<file path="src/rtl/buzzer_pkg.sv">
// Shared types and constants for the buzzer arbiter.
package buzzer_pkg;

  localparam int unsigned NREQ  = 3;
  localparam int unsigned IDX_W = 2;
  localparam int unsigned CNT_W = 22;

  typedef enum logic [1:0] {
    ST_IDLE = 2'd0,
    ST_BEEP = 2'd1,
    ST_GAP  = 2'd2
  } state_t;

  // Next requester index in round-robin order, wrapping 2 -> 0.
  function automatic logic [IDX_W-1:0] rr_step(input logic [IDX_W-1:0] idx);
    return (idx >= IDX_W'(NREQ - 1)) ? '0 : idx + IDX_W'(1);
  endfunction

endpackage

</file>
<file path="src/rtl/rr_pick3.sv">
// Combinational 3-way round-robin selector: first set mask bit after last_grant.
module rr_pick3
  import buzzer_pkg::*;
(
  input  logic [NREQ-1:0]  mask,
  input  logic [IDX_W-1:0] last_grant,
  output logic             valid,
  output logic [IDX_W-1:0] index
);

  logic [IDX_W-1:0] cand;

  // Walk the requesters starting at last_grant+1; the first hit wins.
  always_comb begin
    valid = 1'b0;
    index = '0;
    cand  = last_grant;
    for (int k = 0; k < NREQ; k++) begin
      cand = rr_step(cand);
      if (!valid && mask[cand]) begin
        valid = 1'b1;
        index = cand;
      end
    end
  end

endmodule

</file>
<file path="src/rtl/buzzer_arbiter.sv">
// Arbitrates beep requests from three sources onto a single horn, one beep
// plus a silent gap per grant, served round-robin.
module buzzer_arbiter
  import buzzer_pkg::*;
#(
  parameter int unsigned BEEP_CYCLES = 2_500_000,
  parameter int unsigned GAP_CYCLES  = 1_250_000
) (
  input  logic             clk,
  input  logic             reset,
  input  logic [NREQ-1:0]  req,
  output logic             playNext,
  output logic [IDX_W-1:0] grant_id,
  output logic             busy,
  output logic             done
);

  localparam logic [CNT_W-1:0] BEEP_LAST = CNT_W'(BEEP_CYCLES - 1);
  localparam logic [CNT_W-1:0] GAP_LAST  = CNT_W'(GAP_CYCLES - 1);

  state_t           state, state_nx;
  logic [CNT_W-1:0] cnt, cnt_nx;
  logic [NREQ-1:0]  pending, pending_nx;
  logic [IDX_W-1:0] last_grant, last_nx;
  logic [IDX_W-1:0] grant_nx;
  logic             play_nx, busy_nx, done_nx;
  logic             grant_go;
  logic             pick_valid;
  logic [IDX_W-1:0] pick_index;
  logic [NREQ-1:0]  req_all;

  // Fresh pulses count immediately so a request is served the cycle after it lands.
  assign req_all = req | pending;

  rr_pick3 u_pick (
    .mask       (req_all),
    .last_grant (last_grant),
    .valid      (pick_valid),
    .index      (pick_index)
  );

  // State, counter, bookkeeping and registered outputs.
  always_ff @(posedge clk) begin
    if (reset) begin
      state      <= ST_IDLE;
      cnt        <= '0;
      pending    <= '0;
      last_grant <= IDX_W'(NREQ - 1);
      grant_id   <= '0;
      playNext   <= 1'b0;
      busy       <= 1'b0;
      done       <= 1'b0;
    end else begin
      state      <= state_nx;
      cnt        <= cnt_nx;
      pending    <= pending_nx;
      last_grant <= last_nx;
      grant_id   <= grant_nx;
      playNext   <= play_nx;
      busy       <= busy_nx;
      done       <= done_nx;
    end
  end

  // Next-state and counter: counter restarts at zero on every state entry.
  always_comb begin
    state_nx = state;
    cnt_nx   = cnt + CNT_W'(1);
    grant_go = 1'b0;
    unique case (state)
      ST_IDLE: begin
        cnt_nx = '0;
        if (pick_valid) begin
          state_nx = ST_BEEP;
          grant_go = 1'b1;
        end
      end
      ST_BEEP: begin
        if (cnt == BEEP_LAST) begin
          state_nx = ST_GAP;
          cnt_nx   = '0;
        end
      end
      ST_GAP: begin
        if (cnt == GAP_LAST) begin
          cnt_nx = '0;
          if (pick_valid) begin
            state_nx = ST_BEEP;
            grant_go = 1'b1;
          end else begin
            state_nx = ST_IDLE;
          end
        end
      end
      default: begin
        state_nx = ST_IDLE;
        cnt_nx   = '0;
      end
    endcase
  end

  // Output and bookkeeping next values, registered alongside the state.
  always_comb begin
    pending_nx = pending | req;
    last_nx    = last_grant;
    grant_nx   = grant_id;
    if (grant_go) begin
      pending_nx[pick_index] = 1'b0;
      last_nx                = pick_index;
      grant_nx               = pick_index;
    end
    play_nx = (state_nx == ST_BEEP);
    busy_nx = (state_nx != ST_IDLE);
    done_nx = (state == ST_BEEP) && (state_nx == ST_GAP);
  end

endmodule

</file>
<file path="config.mk">
export PLATFORM = sky130hd
export DESIGN_NAME = buzzer_arbiter
export DESIGN_NICKNAME = d
export VERILOG_FILES = /design/src/rtl/buzzer_pkg.sv /design/src/rtl/rr_pick3.sv /design/src/rtl/buzzer_arbiter.sv
export SDC_FILE = /design/constraint.sdc
export NUM_CORES = 1
export LEC_CHECK = 0
export ABC_CLOCK_PERIOD_IN_PS = 2600
export BUFFER_PORTS_ARGS = -buffer_cell sky130_fd_sc_hd__buf_2
export CORE_ASPECT_RATIO = 1.25
export CORE_UTILIZATION = 48
export CTS_CLUSTER_DIAMETER = 40
export DETAILED_ROUTE_END_ITERATION = 10
export PLACE_DENSITY = 0.77
export RECOVER_POWER = 50
export SETUP_SLACK_MARGIN = 0.1
export SKIP_CTS_REPAIR_TIMING = 1
export SLEW_MARGIN = 20
export SYNTH_ARGS = -nofsm -noshare
export SYNTH_HDL_FRONTEND = slang
export SYNTH_HIERARCHICAL = 1
export SYNTH_SLANG_ARGS = --single-unit
</file>
<file path="constraint.sdc">
create_clock -name clk -period 2.6 [get_ports clk]
set_clock_uncertainty 0.1 [all_clocks]
set_input_delay 0.13 -clock clk [delete_from_list [all_inputs] [get_ports clk]]
set_output_delay 0.13 -clock clk [all_outputs]
set_load 0.01 [all_outputs]
</file>
==> results.py, run 1 <==
metrics = {
    "outcome": {
        "status": "finished, final reports clean",
    },
    "setup_path": {
        "crit_required_ps": 2670,
        "critical_path_buf_inv_count": 0,
        "cp_slowest_cell": "or4_1",
        "cp.arrival_ps": 2430,
        "critPathMaxStageDelay_ps": 600,
        "r2r_slack_ps": 230,
        "path_cells": "or4b_1, or4_1, o31ai_1, a211o_4, nor2_1",
        "critPathKind": "flop to flop",
        "path_max_fanout": 22,
        "cp_top_family": "simple AND/OR/NAND/NOR gates",
        "crit_path_start_kind": "flop",
        "endpoint_kind": "flop",
    },
    "detailed_routing": {
        "ant_nets": 0,
        "drtPass1Iterations": 4,
        "wl_per_cell_um": 12.5,
        "viasPerCell": 5.31,
        "drc": 0,
        "drt_iter0_drc": 36,
        "vias": 1249,
        "finalWirelength_um": 2930,
    },
    "yosys": {
        "synth_warnings": 6,
        "syn_nets": 193,
        "synth-seq-cells": 33,
        "synthCells": 183,
        "synth.largest_area_cell": "dfxtp_1",
        "synth_top_area_share_pct": 41.2,
        "synth_fa_ha_area_share_pct": 3.90,
        "ys_seq_area_share_pct": 41.2,
        "synthSimpleGateAreaFrac_pct": 27.5,
        "synth-xor-area-share_pct": 10.9,
        "avgSynthCellArea_um2": 8.77,
        "synth.area.mux_share_pct": 1.25,
        "synth.distinct_cells": 41,
        "synth_area_mm2": 0.00161,
        "synth_compound_area_share_pct": 10.1,
        "synthTopCellsByArea": "dfxtp_1 (41%), nor2_1 (8.7%), xor2_1 (7.1%), ha_1 (3.9%), xnor2_1 (3.8%)",
        "synth_top_family_by_area": "simple AND/OR/NAND/NOR gates",
    },
    "global_routing": {
        "grt_pass1_vias": 1172,
        "track_usage_pct": 19.0,
        "grt_overflow": 0,
        "grt_pass1_wl_um": 4830,
        "grt_max_degree": 23,
        "antenna_found_initial": 0,
    },
    "cts": {
        "clk_path_buf_depth": 2,
        "htreeDepth": 2,
        "clkLatencyLatePin_ps": 290,
        "cts_made_buffers": 5,
        "clk_pin_slew_worst_paths_ps": 70,
        "clockRootBuffer": "clkbuf_8",
        "cts_num_sinks": 33,
        "cts_tree": "built",
    },
    "layout": {
        "drive_gt1_share_pct": 9.60,
        "syn_to_final_growth_pct": 10.9,
        "n_fill_cell": 318,
        "layout_common_cells": "nor2_1 (37), dfxtp_1 (33), nand2_1 (13), xor2_1 (13), inv_1 (12)",
        "fin_nets": 207,
        "final_common_cell": "nor2_1",
        "fin_area_mm2": 0.00178,
        "final_cells": 235,
        "diodes": 0,
    },
    "timing": {
        "max_slew_margin_pct": 58.1,
        "hold_viol": 0,
        "max_freq_mhz": 422,
        "maxSlewViolCount": 0,
        "rsz0062_at_grt": "no",
        "tns_ps": 0,
        "tightestPinTransition_ps": 624,
        "min_period_over_period_pct": 91.0,
        "setup_viol": 0,
        "period_needed_ps": 2370,
        "hold_ws_ps": 30.7,
    },
    "die": {
        "die_h_um": 66.7,
        "die-area_mm2": 0.00358,
        "start_util_pct": 50.3,
        "core-area_mm2": 0.00319,
        "io_pins": 10,
        "die_w_um": 53.7,
        "row_count": 23,
    },
    "placed_design": {
        "placed_cells_incl_taps": 227,
        "postPlaceCellArea_mm2": 0.00168,
        "gp_congestion": 0.796,
        "dp_hpwl_um": 2080,
        "port_buffers": 9,
    },
    "worst_hold_path": {
        "min-delay-path-class": "input port to flop",
    },
    "power_and_ir_drop": {
        "p_leak_nw": 0.640,
        "p_per_area_mw_per_mm2": 586,
        "peakVddDrop_uv": 337,
    },
    "flow_run": {
        "maxCapViolCount": 0,
    },
}
==> area by class of cell <==
type	count	area, um2	area share [%]
multi-input cells	133	866	48.6
flip-flops and latches	33	661	37.1
clock buffers	7	96.3	5.41
repair buffers	12	61.3	3.44
well taps	37	46.3	2.60
inverters	12	45.0	2.53
clock inverters	1	5.00	0.281
==> layer usage <==
layer	global-route usage, %	vias up	routed length (um)	share of wire [%]
li1	-	655	-	-
met4	8.88	0	67	2.3
met1	19.3	568	1330	45
met3	6.85	6	102	3.5
met2	33.3	20	1430	49
met5	0	-	0	0
==> state kept, by name, indices dropped and copies added (netlist names) <==
| signal | count |
|---|---|
| busy | 1 |
| cnt | 22 |
| done | 1 |
| grant_id | 2 |
| last_grant | 1 |
| pending | 3 |
| playNext | 1 |
| state | 2 |
==> cell families after synthesis <==
group,Yosys count
AND/OR/NAND/NOR,88
flip-flops,33
XOR/XNOR,20
AO/OA/AOI/OAI,18
buffers and inverters,17
adder cells (fa/ha/maj),5
multiplexers,2
==> path summary, 6_finish.rpt <==
| kind | end | cells after the start | from |
|---|---|---|---|
| max | cnt[13]$_SDFF_PP0_ | 5 | cnt[9]$_SDFF_PP0_ |
| min | grant_id[0]$_SDFFE_PP0P_ | 2 | reset |
| max reg2reg | cnt[13]$_SDFF_PP0_ | 5 | cnt[9]$_SDFF_PP0_ |
| min reg2reg | cnt[0]$_SDFF_PP0_ | 1 | cnt[0]$_SDFF_PP0_ |
==> synth_stat cells, drive strengths merged <==
| library cell | instances |
|---|---|
| nor2 | 37 |
| dfxtp | 33 |
| nand2 | 13 |
| xor2 | 13 |
| inv | 12 |
| nand4 | 9 |
| xnor2 | 7 |
| nand3 | 6 |
| ha | 5 |
| buf | 4 |
| a311oi | 3 |
| nor3 | 3 |
| nor4 | 3 |
| nor4bb | 3 |
| a211o | 2 |
| and3 | 2 |
| mux2i | 2 |
| nand2b | 2 |
| nor2b | 2 |
| o21ai | 2 |
| o2bb2ai | 2 |
| o31ai | 2 |
| or3 | 2 |
| a21oi | 1 |
| a22o | 1 |
| a31oi | 1 |
| and4 | 1 |
| clkbuf | 1 |
| nand4b | 1 |
| nor4b | 1 |
| o211ai | 1 |
| o21a | 1 |
| o21bai | 1 |
| o41ai | 1 |
| or2 | 1 |
| or4 | 1 |
| or4b | 1 |
==> power breakdown <==
part	total [W]	leakage, nW	switching [W]	internal, W
logic	0.0000909	0.318	0.0000538	0.0000371
clock network	0.000422	0.0542	0.000183	0.000239
registers	0.000531	0.268	0.00000900	0.000522
==> stage by stage <==
stage	worst slack, ps	util [%]	power (W)
2_1_floorplan	457	-	0.000614
3_3_place_gp	285	52.6	0.000629
3_5_place_dp	237	52.6	0.000633
4_1_cts	229	55.8	0.00106
5_1_grt	103	55.7	0.00109
6_report	233	55.7	0.00104
Power figures use the tool's default switching activity.
==> inputs of run 2 (changes only) <==
==> constraint.sdc (replaced) <==
create_clock -name clk -period 2.6 [get_ports clk]
set_clock_uncertainty 0.1 [all_clocks]
set_input_delay 0.13 -clock clk [delete_from_list [all_inputs] [get_ports clk]]
set_output_delay 0.13 -clock clk [all_outputs]
set_load 0.005 [all_outputs]
==> results.py, run 2 (synthesis gave the netlist of run 1 again) <==
metrics = {
    "outcome": {
        "status": "finished, final reports clean",
    },
    "die": {
        "core-area_mm2": 0.00319,
        "start_util_pct": 50.3,
        "die_w_um": 53.7,
        "row_count": 23,
        "io_pins": 10,
        "die_h_um": 66.7,
        "die-area_mm2": 0.00358,
    },
    "cts": {
        "clkLatencyLatePin_ps": 290,
        "clk_path_buf_depth": 2,
        "htreeDepth": 2,
        "cts_made_buffers": 5,
        "clockRootBuffer": "clkbuf_8",
        "clk_pin_slew_worst_paths_ps": 70,
        "cts_tree": "built",
        "cts_num_sinks": 33,
    },
    "flow_run": {
        "maxCapViolCount": 0,
    },
    "layout": {
        "fin_nets": 207,
        "reg.largest.list": "cnt: 22 flops, pending: 3 flops",
        "largest_reg_flops": 22,
        "regArea_um2": 661,
        "final_cells": 235,
        "diodes": 0,
        "final_core_util_pct": 55.8,
        "n_fill_cell": 320,
        "multi_input_area_um2": 866,
        "syn_to_final_growth_pct": 11.1,
        "drive_gt1_share_pct": 10.6,
        "final_common_cell": "nor2_1",
        "top_register": "cnt",
        "layout_common_cells": "nor2_1 (37), dfxtp_1 (33), nand2_1 (13), xor2_1 (13), inv_1 (12)",
    },
    "setup_path": {
        "r2r-start": "cnt[9]$_SDFF_PP0_",
        "r2r_slack_ps": 230,
        "reg2reg_depth": 5,
        "cp_top_family": "simple AND/OR/NAND/NOR gates",
        "critPathCapture": "cnt[13]$_SDFF_PP0_",
        "timing.rr.end": "cnt[13]$_SDFF_PP0_",
        "critPathKind": "flop to flop",
        "endpoint_kind": "flop",
        "cp.arrival_ps": 2430,
        "path_cells": "or4b_1, or4_1, o31ai_1, a211o_4, nor2_1",
        "critPathMaxStageDelay_ps": 600,
        "path_max_fanout": 22,
        "crit_required_ps": 2670,
        "critical_path_buf_inv_count": 0,
        "critPathLaunch": "cnt[9]$_SDFF_PP0_",
        "cp_slowest_cell": "or4_1",
        "path_depth": 5,
        "crit_path_start_kind": "flop",
    },
    "placed_design": {
        "gp_congestion": 0.796,
        "placed_cells_incl_taps": 227,
        "port_buffers": 9,
        "dp_hpwl_um": 2080,
    },
    "timing": {
        "min_period_over_period_pct": 91.0,
        "tightestPinTransition_ps": 623,
        "maxSlewViolCount": 0,
        "rsz0062_at_grt": "no",
        "setup_viol": 0,
        "max_freq_mhz": 422,
        "period_needed_ps": 2370,
        "max_slew_margin_pct": 58.2,
        "hold_viol": 0,
        "tns_ps": 0,
        "hold_ws_ps": 31.3,
    },
    "global_routing": {
        "grt_max_degree": 23,
        "grt_pass1_vias": 1172,
        "grt_pass1_wl_um": 4830,
        "track_usage_pct": 19.0,
        "grt_overflow": 0,
        "antenna_found_initial": 0,
    },
    "detailed_routing": {
        "drtPass1Iterations": 4,
        "drt_iter0_drc": 36,
        "finalWirelength_um": 2930,
        "vias": 1250,
        "ant_nets": 0,
        "wl_per_cell_um": 12.5,
        "viasPerCell": 5.32,
        "drc": 0,
    },
    "worst_hold_path": {
        "min-delay-path-class": "input port to flop",
        "min_path_cells": 2,
    },
    "power_and_ir_drop": {
        "p_per_area_mw_per_mm2": 584,
        "peakVddDrop_uv": 337,
        "p_leak_nw": 0.647,
        "total_power_w": 0.00104,
    },
}
run 2: metal layers:
layer	routed length, um	vias to the layer above	track usage (%)
li1	-	655	-
met5	0	-	0
met1	1330	569	19.3
met2	1430	20	33.3
met3	104	6	6.85
met4	67	0	8.88
run 2: worst min-delay path by stage:
stage / slack [ps] / endpoint / start
6_report: 30 / grant_id[0]$_SDFFE_PP0P_ / reset
3_3_place_gp: 320 / grant_id[1]$_SDFFE_PP0P_ / reset
2_1_floorplan: 250 / pending[0]$_SDFF_PP0_ / req[0]
3_5_place_dp: 340 / grant_id[0]$_SDFFE_PP0P_ / reset
4_1_cts: 20 / grant_id[0]$_SDFFE_PP0P_ / reset
5_1_grt: 40 / pending[1]$_SDFF_PP0_ / reset
run 2: final cells by class:
| type | count | share of cell area [%] |
|---|---|---|
| well taps | 37 | 2.60 |
| clock buffers | 7 | 5.40 |
| inverters | 12 | 2.53 |
| clock inverters | 1 | 0.281 |
| repair buffers | 12 | 3.58 |
| flip-flops and latches | 33 | 37.1 |
| multi-input cells | 133 | 48.6 |
run 2: through the flow:
step           area (um2)  setup slack [ps]
2_1_floorplan        1610               457
6_report             1780               233
3_3_place_gp         1680               285
3_5_place_dp         1680               237
5_1_grt              1780               103
4_1_cts              1780               229
run 2: where the power goes:
part / total (W) / switching, W / internal (W)
logic: 0.0000893 / 0.0000514 / 0.0000379
registers: 0.000531 / 0.00000885 / 0.000522
clock network: 0.000422 / 0.000183 / 0.000239
total: 0.00104 / 0.000243 / 0.000799
